==> config.mk <==
export PLATFORM = sky130hd
export DESIGN_NAME = dot_frame_buffer
export DESIGN_NICKNAME = d
export VERILOG_FILES = /design/src/rtl/dot_frame_buffer.sv
export SDC_FILE = /design/constraint.sdc
export NUM_CORES = 1
export LEC_CHECK = 0
export ABC_CLOCK_PERIOD_IN_PS = 2130
export BUFFER_PORTS_ARGS = -buffer_cell sky130_fd_sc_hd__buf_2
export CAP_MARGIN = 20
export CORE_ASPECT_RATIO = 0.7
export CORE_UTILIZATION = 35
export CTS_BUF_LIST = sky130_fd_sc_hd__clkbuf_8 sky130_fd_sc_hd__clkbuf_16
export DETAILED_ROUTE_END_ITERATION = 6
export GPL_TIMING_DRIVEN = 0
export PLACE_DENSITY_LB_ADDON = 0.12
export SLEW_MARGIN = 20
export SYNTH_ARGS = -nofsm -noshare
export SYNTH_HDL_FRONTEND = slang
export SYNTH_SLANG_ARGS = --single-unit
==> constraint.sdc <==
create_clock -name clk -period 2.13 [get_ports clk]
set_input_delay 0.213 -clock clk [delete_from_list [all_inputs] [get_ports clk]]
set_output_delay 0.213 -clock clk [all_outputs]
set_load 0.005 [all_outputs]
==> src/rtl/dot_frame_buffer.sv <==
// -----------------------------------------------------------------------------
// dot_frame_buffer
//
// Double-buffered 8x8 dot-matrix frame store. The writer fills the back bank.
// The scan controller reads rows from the front bank. A swap request exchanges
// the two banks at the next frame boundary, which is a read of row 7.
//
// Optional feature (macro DOT_FRAME_BUFFER_SCROLL_EN):
//   Adds horizontal scrolling. A frame counter counts frame boundaries. Every
//   SCROLL_FRAMES boundaries, a 3-bit column offset k advances modulo 8. Each
//   fetched row is returned rotated left by k.
//
// Parameters:
//   SCROLL_FRAMES  frame boundaries per scroll step (1..255), scroll build only
//
// Ports:
//   clk           system clock; all logic runs on its rising edge
//   reset         synchronous active-low reset
//   wr_en         write strobe into the back bank
//   wr_row        row index for the write
//   wr_data       column pattern; bit 7 = leftmost column, 1 = lit
//   swap_req      one-cycle request to swap banks at the next frame boundary
//   rd_en         row fetch strobe
//   rd_row        row index to fetch from the front bank
//   rd_data       registered row pattern (holds its value when no fetch occurs)
//   rd_valid      high in the cycle in which rd_data holds a fetch result
//   swap_pending  a swap has been requested and has not yet executed
//   frame_start   one-cycle pulse in the cycle after a swap executes
// -----------------------------------------------------------------------------
module dot_frame_buffer #(
   parameter int SCROLL_FRAMES = 4
) (
   input  logic       clk,
   input  logic       reset,
   input  logic       wr_en,
   input  logic [2:0] wr_row,
   input  logic [7:0] wr_data,
   input  logic       swap_req,
   input  logic       rd_en,
   input  logic [2:0] rd_row,
   output logic [7:0] rd_data,
   output logic       rd_valid,
   output logic       swap_pending,
   output logic       frame_start
);

   if (SCROLL_FRAMES < 1 || SCROLL_FRAMES > 255) begin : g_bad_param
      $error("dot_frame_buffer: SCROLL_FRAMES must be in 1..255");
   end

   logic [7:0] r_bank [2][8];
   logic       r_front;
   logic       r_swap_pending;
   logic [7:0] r_rd_data;
   logic       r_rd_valid;
   logic       r_frame_start;

   logic       w_boundary;
   logic       w_swap;
   logic [7:0] w_front_word;
   logic [7:0] w_rd_word;

`ifdef DOT_FRAME_BUFFER_SCROLL_EN
   logic [7:0]  r_frame_cnt;
   logic [2:0]  r_offset;
   logic [15:0] w_dbl;
`endif

   // NOTE: every signal written in always_comb gets a default first, so no path
   // leaves it unassigned and no latch is inferred.
   always_comb begin
      w_boundary   = rd_en && (rd_row == 3'd7);
      // A request in the boundary cycle itself executes without ever pending.
      w_swap       = w_boundary && (r_swap_pending || swap_req);
      w_front_word = r_bank[r_front][rd_row];
      w_rd_word    = w_front_word;
`ifdef DOT_FRAME_BUFFER_SCROLL_EN
      // Rotate left by k: after the shift, the upper byte of the doubled word
      // holds the rotated pattern, so bit 7 takes bit 7-k.
      w_dbl     = {w_front_word, w_front_word} << r_offset;
      w_rd_word = w_dbl[15:8];
`endif
   end

   // NOTE: sequential state uses non-blocking assignments only. All registers
   // then update together from values sampled before the edge.
   always_ff @(posedge clk) begin
      if (!reset) begin
         // NOTE: the banks are reset on purpose. The first fetch after reset
         // must return zeros, so this storage is built from flops, not RAM.
         for (int b = 0; b < 2; b++) begin
            for (int r = 0; r < 8; r++) begin
               r_bank[b][r] <= 8'h00;
            end
         end
         r_front        <= 1'b0;
         r_swap_pending <= 1'b0;
         r_rd_data      <= 8'h00;
         r_rd_valid     <= 1'b0;
         r_frame_start  <= 1'b0;
`ifdef DOT_FRAME_BUFFER_SCROLL_EN
         r_frame_cnt    <= 8'h00;
         r_offset       <= 3'd0;
`endif
      end else begin
         // The write targets the back bank as it stands in this cycle. In a
         // swap cycle, that bank becomes the new front bank.
         if (wr_en) begin
            r_bank[~r_front][wr_row] <= wr_data;
         end

         if (rd_en) begin
            r_rd_data <= w_rd_word;
         end
         r_rd_valid    <= rd_en;
         r_frame_start <= w_swap;

         if (w_swap) begin
            r_front        <= ~r_front;
            r_swap_pending <= 1'b0;
         end else if (swap_req) begin
            r_swap_pending <= 1'b1;
         end

`ifdef DOT_FRAME_BUFFER_SCROLL_EN
         // The boundary read uses the old offset. The new offset applies from
         // the next fetch onwards.
         if (w_boundary) begin
            if (r_frame_cnt == 8'(SCROLL_FRAMES - 1)) begin
               r_frame_cnt <= 8'h00;
               r_offset    <= r_offset + 3'd1;
            end else begin
               r_frame_cnt <= r_frame_cnt + 8'd1;
            end
         end
`endif
      end
   end

   assign rd_data      = r_rd_data;
   assign rd_valid     = r_rd_valid;
   assign swap_pending = r_swap_pending;
   assign frame_start  = r_frame_start;

endmodule

# After elaboration in Yosys (flattened, before gate mapping)
# Memories as Yosys holds them, arrays and structs flattened. A register that Yosys moved wholly into a read port is not among the register bits.
# Index checks and enable logic that the tools add are counted.
# word_totals
ramBits	128
out_inout_bits	11
n_memories	1
reg_bits	12
elab_cells	34
input_bits	19
# classes
order_cmp	3
n_bitwise	4
reduce_logical	6
n_mux	14
n_eq_ne	1
# mem_list
name	words	word_bits	read_ports	rd_clocked_by_memory_dff	write_ports	line	rtl
r_bank	2	64	1	1	2	51	logic [7:0] r_bank [2][8];
# op_table
op	count
64-bit 2-to-1 mux	3
64-bit OR reduction	1
8-bit binary-select mux with 3-bit select	1
8-bit demux with 3-bit select	1
8-bit 2-to-1 mux	3
4-bit >= comparator, second input constant	2
3-bit inverter with 4-bit output	2
1-bit 2-to-1 mux	6
4-bit by 1-bit < comparator with 1-bit output, second input constant	1
3-bit == test, second input constant	1
1-bit logical AND	3
1-bit inverter	2
2-bit OR reduction	1
1-bit logical OR	1

# Longest topological paths before layout
# Gate-level depths: netlist (run 1).
# logic_depth
word_depth	8
ltp_mapped	7
mapped_depth_nobuf	4

# Worst setup path after synthesis (run 1)
# OpenSTA, ideal clock, no wires.
# synth_timing
path_type	register -> register
from	register r_front
to	memory r_bank[1][48] in the netlist's numbering (enable)
period_less_slack_ps	1607
setup_time_ps	387
arrival_time_ps	1221
required_time_ps	1743
stages_incl_launch_ff	3
slack_ps	523
cell_sequence	dfxtp_1 nand3b_1 o31ai_1
# synth_rtl
item	line	rtl
from (decl)	52	logic r_front;
from (signal assigned)	119	r_front <= ~r_front;
to (decl)	51	

==> results.sh, run 1 <==
export IMPL_cts_max_path_buffers=2
export IMPL_rrSetupSlack_ns=0.16
export IMPL_max_rail_drop_vdd_uv=553
export IMPL_hold_violations=0
export IMPL_place_ws_ns=0.0263
export IMPL_post_route_cells_drive_above_1_share_pct=20.3
export IMPL_final_max_slew_violation_count=0
export IMPL_top_cell_type_s_share_of_synthesized_area_pct=64.9
export IMPL_synth_compound_gate_area_share_pct=6.12
export IMPL_synth_top_cells_by_count="sky130_fd_sc_hd__edfxtp_1, sky130_fd_sc_hd__nor2_1, sky130_fd_sc_hd__mux2i_1"
export IMPL_worst_slew_margin_rel_pct=36.1
export IMPL_crit_required_ns=2.24
export IMPL_critical_path_max_fanout=10
export IMPL_initial_core_util_pct=36.0
export IMPL_setup_worst_path_end="r_bank[0][26]"
export IMPL_drv_max_cap_violation_count=0
export IMPL_synth_avg_cell_area_um2=14.7
export IMPL_synth_edf_count=128
export IMPL_filler_cell_count=1543
export IMPL_final_critical_path_setup_slack_ns=0.163
export IMPL_yosys_mux_area_fraction_pct=11.7
export IMPL_final_util_pct=42.1
export IMPL_leakage_power_uw=0.00249
export IMPL_multi_input_comb_area_um2=1630
export IMPL_yosysMostFrequentCell="sky130_fd_sc_hd__edfxtp_1"
export IMPL_sequential_element_share_of_the_synthesized_area_pct=69.2
export IMPL_dieHeight_um=111
export IMPL_synth_largest_area_cell="sky130_fd_sc_hd__edfxtp_1"
export IMPL_cts_inserted_buffers=17
export IMPL_grt_max_degree=17
export IMPL_global_route_wire_length_before_repair_um=24500
export IMPL_synthAdderAreaFrac_pct=0
export IMPL_syn_nets=422
export IMPL_worst_setup_path_startpoint="r_front"
export IMPL_synthToLayoutAreaGrowth_pct=16.8
export IMPL_run_status="finished, final reports clean"
export IMPL_main_combinational_cell_family_by_area_after_synthesis="multiplexers"
export IMPL_grt_setup_unrepaired="no"
export IMPL_dp_hpwl_um=11500
export IMPL_remaining_drc_errors=0
export IMPL_first_global_vias=3574
export IMPL_synthesis_area_um2=5930
export IMPL_post_drt_via_cell_ratio=5.27
export IMPL_critical_path_capture_point_type="flop"
export IMPL_clkSinkCount=141
export IMPL_synth_lib_cells_used_distinct=37
export IMPL_reg2reg_to="r_bank[0][26]"
export IMPL_diodes=0
export IMPL_worst_r2r_path_depth=5
export IMPL_max_frequency_mhz=508
export IMPL_skew_ns=0.00622
export IMPL_async_sr_flop_fraction_pct=0
export IMPL_htree_num_levels=4
export IMPL_io_buffers=25
export IMPL_critPathLaunchType="flop"
export IMPL_cts_tree="built"
export IMPL_syn_inst=403
export IMPL_initial_antenna_violation_count=0
export IMPL_drt_initial_drc_count=359
export IMPL_place_gp_congestion=0.781
export IMPL_finalCritPeriodShare_pct=92.4
export IMPL_top_level_ports=30
export IMPL_predominant_post_synthesis_flop_cell="sky130_fd_sc_hd__edfxtp_1"
export IMPL_detailroute_via_count=3621
export IMPL_final_seq_area_um2=4100
export IMPL_drt_first_pass_iters=4
export IMPL_timing_final_setup_violations=0
export IMPL_synth_warning_count=0
export IMPL_clock_insertion_delay_worst_skew_ns=0.42
export IMPL_final_min_period_ns=1.97
export IMPL_fp_dieArea_um2=17500
export IMPL_cts_root_buffer="sky130_fd_sc_hd__clkbuf_16"
export IMPL_grt_overflow=0
export IMPL_core_area_um2=16400
export IMPL_worst_r2r_startpoint="r_front"
export IMPL_synth_top_cells_by_area="sky130_fd_sc_hd__edfxtp_1, sky130_fd_sc_hd__mux2i_1, sky130_fd_sc_hd__mux4_2, sky130_fd_sc_hd__dfxtp_1, sky130_fd_sc_hd__nor2_1"
export IMPL_floorplan_rows=39
export IMPL_ys_seq_elements=141
export IMPL_synth_xor_xnor_area_share_pct=0
export IMPL_total_global_route_track_usage_pct=20.7
export IMPL_critPathArrivalTime_ns=2.07
export IMPL_holdBufCountCts=0
export IMPL_routedWlPerCell_um=24.2
export IMPL_antenna_violating_nets_post_route=0
export IMPL_route_final_wire_length_um=16600
export IMPL_min_delay_path_class="input pin to flop"
export IMPL_powerDensity_nw_per_um2=935
export IMPL_post_synth_and_or_nand_nor_area_fraction_pct=9.48
export IMPL_tightest_slew_ns=0.952
export IMPL_worst_setup_hold_path_clk_slew_ns=0.06
export IMPL_worst_setup_path_type="flop to flop"
export IMPL_die_w_um=158
export IMPL_nets=469
==> worst min path at each step <==
stage	startpoint	endpoint	slack (ns)	depth (start not counted)
6_report	swap_req	frame_start	0.09	3
5_1_grt	wr_data[4]	r_bank[0][44]	0.13	2
4_1_cts	swap_req	frame_start	0.08	3
3_5_place_dp	swap_req	frame_start	0.52	3
3_3_place_gp	swap_req	frame_start	0.51	3
2_1_floorplan	swap_req	frame_start	0.39	2
==> area by class of cell <==
class | count | area share [%]
Clock inverter | 14 | 1.86
Sequential cell | 141 | 59.3
Timing Repair Buffer | 28 | 2.13
Inverter | 8 | 0.434
Tap cell | 225 | 4.07
Multi-Input combinational cell | 230 | 23.6
Buffer | 24 | 2.55
Clock buffer | 17 | 6.14
==> cells by family after synthesis <==
kind of cell,Yosys count
simple gates,123
compound gates,59
flops,141
buf+inv,32
mux,48
==> stage by stage <==
stage                     setup TNS, ns  instance area (µm²)  power, µW  hold WS, ns  instances
after floorplan                       0                 5930       3500        0.394        403
after global placement            -5.42                 6330       3680        0.507        653
after detailed placement              0                 6360       3700        0.517        656
after CTS                             0                 6920       6490       0.0821        687
after global routing                  0                 6930       6650        0.134        687
final                                 0                 6930       6470       0.0885        687
==> layer usage <==
layer | vias up | share of wire, % | track usage, %
li1 | 1619 | - | -
met1 | 1854 | 52 | 33.9
met2 | 133 | 41 | 27.2
met3 | 15 | 6.4 | 4.42
met4 | 0 | 0.85 | 4.85
met5 | - | 0 | 0
==> repair_timing <==
| action | in CTS | in global routing |
|---|---|---|
| endpoints found under the setup margin | 0 | 16 |
| resized for setup | 0 | 3 |
| setup buffers | 0 | 0 |
==> sequential cells by signal (all words and copies together) (netlist names), named ones only <==
name,count
r_front,1
rd_valid,1
frame_start,1
r_bank,128
swap_pending,1
rd_data,8
==> power by group <==
group	internal (µW)	switching [µW]
Sequential	3180	43.3
Clock	1690	1140
Combinational	133	283
Total	5010	1470
==> cells in the final DEF (no fill, tap or decap), types with 13 or more instances in the layout <==
cell type                   netlist  final
sky130_fd_sc_hd__mux2i_1         32     32
sky130_fd_sc_hd__clkbuf_16        0     17
sky130_fd_sc_hd__a21oi_1         16     16
sky130_fd_sc_hd__buf_2            9     34
sky130_fd_sc_hd__o21ai_1          8     14
sky130_fd_sc_hd__nor2_1          63     63
sky130_fd_sc_hd__dfxtp_1         13     13
sky130_fd_sc_hd__nand2_1         22     20
sky130_fd_sc_hd__edfxtp_1       128    128
sky130_fd_sc_hd__mux4_2          13     13
==> critical path, stage by stage, from the launching register on <==
cell	delay (ns)
sky130_fd_sc_hd__dfxtp_1	0.43
sky130_fd_sc_hd__nand3_1	0.18
sky130_fd_sc_hd__nor2_1	0.15
sky130_fd_sc_hd__buf_2	0.26
sky130_fd_sc_hd__nand2_1	0.31
sky130_fd_sc_hd__nand2_2	0.32
Power figures use the tool's default switching activity.
==> run 2: changes to the inputs <==
- CORE_UTILIZATION: 35 -> 50
==> run 2 against run 1 <==
Against the previous run:
- worst setup slack worse by 0.092 ns
- power is 1.5% higher
- non-clock buffer count fell by 2
- sequential cell count unchanged
- global-route usage grew 5.9 points
- worst hold slack improved by 0.0098 ns
- sequential share of layout area increased by 0.73 points
- fmax shrank 4.5%
- cell count shrank 11%
- critical endpoint is now r_bank[0][24]
- highest routed layer unchanged
==> results.sh, run 2 (same netlist as run 1, synthesis figures left out) <==
export IMPL_top_level_ports=30
export IMPL_route_final_wire_length_um=15200
export IMPL_regMostFlops="r_bank"
export IMPL_final_min_period_ns=2.06
export IMPL_grt_overflow=0
export IMPL_final_seq_area_um2=4100
export IMPL_grt_setup_unrepaired="no"
export IMPL_drt_initial_drc_count=424
export IMPL_p_seq_share_pct=49.1
export IMPL_skew_ns=0.00662
export IMPL_first_global_vias=3623
export IMPL_clkSinkCount=141
export IMPL_die_w_um=132
export IMPL_dp_hpwl_um=10200
export IMPL_fp_dieArea_um2=12300
export IMPL_max_rail_drop_vdd_uv=633
export IMPL_critPathMostFrequentCell="sky130_fd_sc_hd__nand2_1"
export IMPL_worst_r2r_path_depth=5
export IMPL_detailroute_via_count=3719
export IMPL_synthToLayoutAreaGrowth_pct=15.4
export IMPL_critical_path_max_fanout=10
export IMPL_critical_path_cell_count=5
export IMPL_final_max_slew_violation_count=0
export IMPL_grt_max_degree=17
export IMPL_drt_first_pass_iters=5
export IMPL_internal_power_uw=5120
export IMPL_initial_core_util_pct=52.5
export IMPL_holdBufCountCts=0
export IMPL_worst_setup_hold_path_clk_slew_ns=0.06
export IMPL_post_drt_via_cell_ratio=6.06
export IMPL_family_of_cells_with_the_greatest_summed_delay_on_the_critical_path="simple AND/OR/NAND/NOR gates"
export IMPL_cts_max_path_buffers=2
export IMPL_initial_antenna_violation_count=0
export IMPL_remaining_drc_errors=0
export IMPL_run_status="finished, final reports clean"
export IMPL_layout_commonest_cell="sky130_fd_sc_hd__edfxtp_1"
export IMPL_tightest_slew_ns=1.00
export IMPL_critical_path_max_stage_delay_ns=0.50
export IMPL_netSwitchingFraction_pct=22.0
export IMPL_nets=467
export IMPL_timing_final_setup_violations=0
export IMPL_share_clk_of_total_power_pct=44.8
export IMPL_max_frequency_mhz=486
export IMPL_hold_depth=3
export IMPL_core_area_um2=11300
export IMPL_diodes=0
export IMPL_hold_violations=0
export IMPL_layout_cells_most_common_list="sky130_fd_sc_hd__edfxtp_1, sky130_fd_sc_hd__nor2_1, sky130_fd_sc_hd__buf_2, sky130_fd_sc_hd__mux2i_1, sky130_fd_sc_hd__nand2_1"
export IMPL_filler_cell_count=912
export IMPL_powerDensity_nw_per_um2=961
export IMPL_worst_slew_margin_rel_pct=32.9
export IMPL_crit_required_ns=2.21
export IMPL_leakage_power_uw=0.00249
export IMPL_setup_total_negative_slack_ns=0
export IMPL_power_dissipated_by_switching_net_loads_uw=1450
export IMPL_cts_inserted_buffers=17
export IMPL_global_route_wire_length_before_repair_um=22300
export IMPL_routedWlPerCell_um=24.7
export IMPL_htree_num_levels=4
export IMPL_finalCritPeriodShare_pct=96.7
export IMPL_part_of_the_power_in_combinational_logic_pct=6.1
export IMPL_critical_path_buf_inv_count=1
export IMPL_antenna_violating_nets_post_route=0
export IMPL_min_delay_path_class="input pin to flop"
export IMPL_multi_input_comb_area_um2=1620
export IMPL_crit_path_top_delay_cell="sky130_fd_sc_hd__dfxtp_1"
export IMPL_drv_max_cap_violation_count=0
export IMPL_worst_setup_path_type="flop to flop"
export IMPL_crit_chain="nand3_1 > nor2_1 > buf_2 > nand2_1 > nand2_1"
export IMPL_post_route_cells_drive_above_1_share_pct=20.0
export IMPL_critical_path_capture_point_type="flop"
export IMPL_total_global_route_track_usage_pct=26.6
export IMPL_largest_register_ffs=128
export IMPL_place_gp_congestion=0.826
export IMPL_cts_root_buffer="sky130_fd_sc_hd__clkbuf_16"
export IMPL_floorplan_rows=32
export IMPL_dieHeight_um=93.1
export IMPL_final_util_pct=60.6
export IMPL_worst_hold_slack_ns=0.0983
export IMPL_io_buffers=25
export IMPL_cts_tree="built"
export IMPL_critPathArrivalTime_ns=2.14
export IMPL_clock_insertion_delay_worst_skew_ns=0.43
export IMPL_critPathLaunchType="flop"
-- run 2: stage by stage --
stage	cell area [µm²]	instances	power (µW)	setup slack (ns)
after floorplan	5930	403	3500	0.523
after global placement	6240	581	3660	-0.0703
after detailed placement	6260	582	3680	0.113
after CTS	6840	614	6560	0.0996
after global routing	6840	614	6710	0.00608
final	6840	614	6570	0.0705
-- run 2: area by class of cell --
class                           count  area share, %
Sequential cell                   141           60.0
Tap cell                          153           2.80
Inverter                            8          0.439
Buffer                             24           2.58
Multi-Input combinational cell    230           23.7
Clock inverter                     15           2.30
Clock buffer                       17           6.22
Timing Repair Buffer               26           1.94
-- run 2: routing by layer --
metal  share of wire [%]  GRT usage (%)  wire (µm)  vias up
met1                  45           38.6       6900     1855
met4                 2.9           12.5        437        0
met2                  42           37.0       6430      208
met5                   0              0          0        -
li1                    -              -          -     1622
met3                 9.3           7.53       1420       34
-- run 2: worst reg2reg max path, delay by kind of cell, from the launching register on --
kind,cells,cell delay (ns)
buffers and inverters,1,0.24
flip-flops,1,0.50
AND/OR/NAND/NOR,4,0.98
-- run 2: path summary, 6_finish.rpt --
check	to	slack [ns]	startpoint
min reg2reg	rd_data[4]	0.54	rd_data[4]
max	r_bank[0][24]	0.07	r_front
min	frame_start	0.1	swap_req
max reg2reg	r_bank[0][24]	0.07	r_front
-- run 2: repair_timing --
item | 4_1_cts | 5_1_grt
resized for setup | 0 | 1
setup endpoints to repair | 0 | 8
buffers inserted | 0 | 0
-- run 2: power by group through the flow --
stage	clock network, µW	logic [µW]	registers (µW)
after floorplan	0	236	3270
after global placement	0	383	3280
after detailed placement	0	394	3280
after CTS	2930	396	3230
after global routing	3050	425	3240
final	2940	400	3230
==> run 3: changes to the inputs <==
- BUFFER_PORTS_ARGS: -buffer_cell sky130_fd_sc_hd__buf_2 -> unset
- DONT_BUFFER_PORTS: unset -> 1
- HOLD_SLACK_MARGIN: unset -> 0.12
==> run 3 against run 2 <==
Against the previous run:
- cell count shrank 2.4%
- clock power shrank 2%
- critical path depth is the same
- clock-buffer cell count grew 7
- non-clock buffer count shrank 15
- fmax grew 2.9%
- global-route usage is essentially flat
- via count shrank 1.7%
- power shrank 1.3%
- clock skew is essentially flat
- sequential power is essentially flat
- worst hold slack gained 0.036 ns
- largest power group unchanged
==> results.sh, run 3 (same netlist as run 1, synthesis figures left out) <==
export IMPL_max_rail_drop_vdd_uv=717
export IMPL_met2_length_um=6620
export IMPL_core_area_um2=11300
export IMPL_leakage_power_uw=0.00245
export IMPL_worst_setup_hold_path_clk_slew_ns=0.06
export IMPL_initial_core_util_pct=52.5
export IMPL_critPathArrivalTime_ns=2.08
export IMPL_met3WireLength_um=1520
export IMPL_critical_path_max_fanout=10
export IMPL_min_delay_path_class="input pin to flop"
export IMPL_final_max_slew_violation_count=0
export IMPL_io_buffers=0
export IMPL_place_gp_congestion=0.825
export IMPL_hold_violations=0
export IMPL_tightest_slew_ns=0.986
export IMPL_diodes=0
export IMPL_powerDensity_nw_per_um2=950
export IMPL_crit_required_ns=2.21
export IMPL_synthToLayoutAreaGrowth_pct=15.2
export IMPL_floorplan_rows=32
export IMPL_nets=452
export IMPL_initial_antenna_violation_count=1
export IMPL_grt_overflow=0
export IMPL_dp_hpwl_um=10100
export IMPL_detailroute_via_count=3656
export IMPL_clock_insertion_delay_worst_skew_ns=0.41
export IMPL_cts_inserted_buffers=17
export IMPL_cts_max_path_buffers=2
export IMPL_max_frequency_mhz=500
export IMPL_cts_root_buffer="sky130_fd_sc_hd__clkbuf_16"
export IMPL_first_global_vias=3521
export IMPL_critical_path_capture_point_type="flop"
export IMPL_drv_max_cap_violation_count=0
export IMPL_drt_first_pass_iters=5
export IMPL_worst_r2r_path_depth=5
export IMPL_finalCritPeriodShare_pct=94.0
export IMPL_finalNonFillerCells=599
export IMPL_clkSinkCount=141
export IMPL_top_layer="met4"
export IMPL_grt_setup_unrepaired="no"
export IMPL_cts_tree="built"
export IMPL_route_final_wire_length_um=15200
export IMPL_m1WireLength_um=6810
export IMPL_filler_cell_count=891
export IMPL_htree_num_levels=4
export IMPL_largest_register_ffs=128
export IMPL_post_route_cells_drive_above_1_share_pct=14.8
export IMPL_global_route_wire_length_before_repair_um=22200
export IMPL_top_level_ports=30
export IMPL_fp_dieArea_um2=12300
export IMPL_worst_slew_margin_rel_pct=33.8
export IMPL_skew_ns=0.00621
export IMPL_post_drt_via_cell_ratio=6.10
export IMPL_remaining_drc_errors=0
export IMPL_final_min_period_ns=2.00
export IMPL_design_power_total_uw=6480
export IMPL_layout_commonest_cell="sky130_fd_sc_hd__edfxtp_1"
export IMPL_grt_max_degree=17
export IMPL_setup_total_negative_slack_ns=0
export IMPL_critPathLaunchType="flop"
export IMPL_hold_depth=3
export IMPL_layout_cells_most_common_list="sky130_fd_sc_hd__edfxtp_1, sky130_fd_sc_hd__nor2_1, sky130_fd_sc_hd__mux2i_1, sky130_fd_sc_hd__nand2_1, sky130_fd_sc_hd__clkbuf_16"
export IMPL_post_cts_setup_buffer_count=0
export IMPL_routedWlPerCell_um=25.4
export IMPL_run_status="finished, final reports clean"
export IMPL_die_w_um=132
export IMPL_dieHeight_um=93.1
export IMPL_worst_setup_path_type="flop to flop"
export IMPL_regMostFlops="r_bank"
export IMPL_antenna_violating_nets_post_route=0
export IMPL_drt_initial_drc_count=556
export IMPL_total_global_route_track_usage_pct=26.6
export IMPL_timing_final_setup_violations=0
export IMPL_post_place_cells=556
run 3: cell types whose count changed in the layout (fill, tap and decap cells not counted), moves of 2 or more:
cell	previous run	this run
sky130_fd_sc_hd__buf_2	34	9
sky130_fd_sc_hd__dlygate4sd3_1	0	11
sky130_fd_sc_hd__clkbuf_8	0	4
sky130_fd_sc_hd__bufinv_16	3	0
sky130_fd_sc_hd__clkbuf_16	17	20
sky130_fd_sc_hd__clkinv_4	2	0
sky130_fd_sc_hd__clkinvlp_4	2	0
run 3: final cells by class:
cell class / count / area [µm²] / area share, %
multi-input cells: 230 / 1620 / 23.8
flip-flops and latches: 141 / 4100 / 60.1
clock inverters: 8 / 35.0 / 0.513
plain buffers: 24 / 176 / 2.58
inverters: 8 / 30.0 / 0.440
clock buffers: 24 / 556 / 8.14
repair buffers: 11 / 110 / 1.61
well taps: 153 / 191 / 2.80
run 3: layer usage:
metal	vias to the layer above	global-route usage, %
met4	0	6.98
met2	207	38.1
met1	1839	39.7
met5	-	0
li1	1584	-
met3	26	7.64
run 3: final timing paths:
| path | startpoint | endpoint | slack, ns |
|---|---|---|---|
| worst max-delay path | r_front | r_bank[0][60] | 0.13 |
| worst min-delay path | swap_req | r_front | 0.13 |
| worst max register to register | r_front | r_bank[0][60] | 0.13 |
| worst min register to register | rd_data[4] | rd_data[4] | 0.57 |
run 3: worst max-delay path: stages, from the launching register on:
cell and delay [ns]:
sky130_fd_sc_hd__dfxtp_1 0.48, sky130_fd_sc_hd__nand3_1 0.18, sky130_fd_sc_hd__nor2_1 0.15, sky130_fd_sc_hd__buf_2 0.24, sky130_fd_sc_hd__nand2_1 0.24, sky130_fd_sc_hd__nand2_1 0.36
run 3: repair_timing:
action,CTS,global route
hold buffers,11,0
endpoints found under the hold margin,16,0
endpoints found under the setup margin,0,8
gates resized for setup,0,1
run 3: per-stage QoR:
stage	area (µm²)	hold WS [ns]	util, %	setup WS (ns)
after CTS	6820	0.130	60.4	0.0917
after global placement	6120	0.411	54.2	-0.0537
after detailed placement	6120	0.414	54.2	0.0983
final	6830	0.135	60.5	0.129
after global routing	6830	0.135	60.5	0.00753
after floorplan	5930	0.394	-	0.523
run 3: where the power goes:
part | total (µW) | internal [µW] | leakage [µW] | switching [µW]
Sequential | 3240 | 3180 | 0.00139 | 55.4
Combinational | 376 | 123 | 0.000748 | 253
Clock | 2870 | 1800 | 0.000312 | 1070
Total | 6480 | 5100 | 0.00245 | 1380
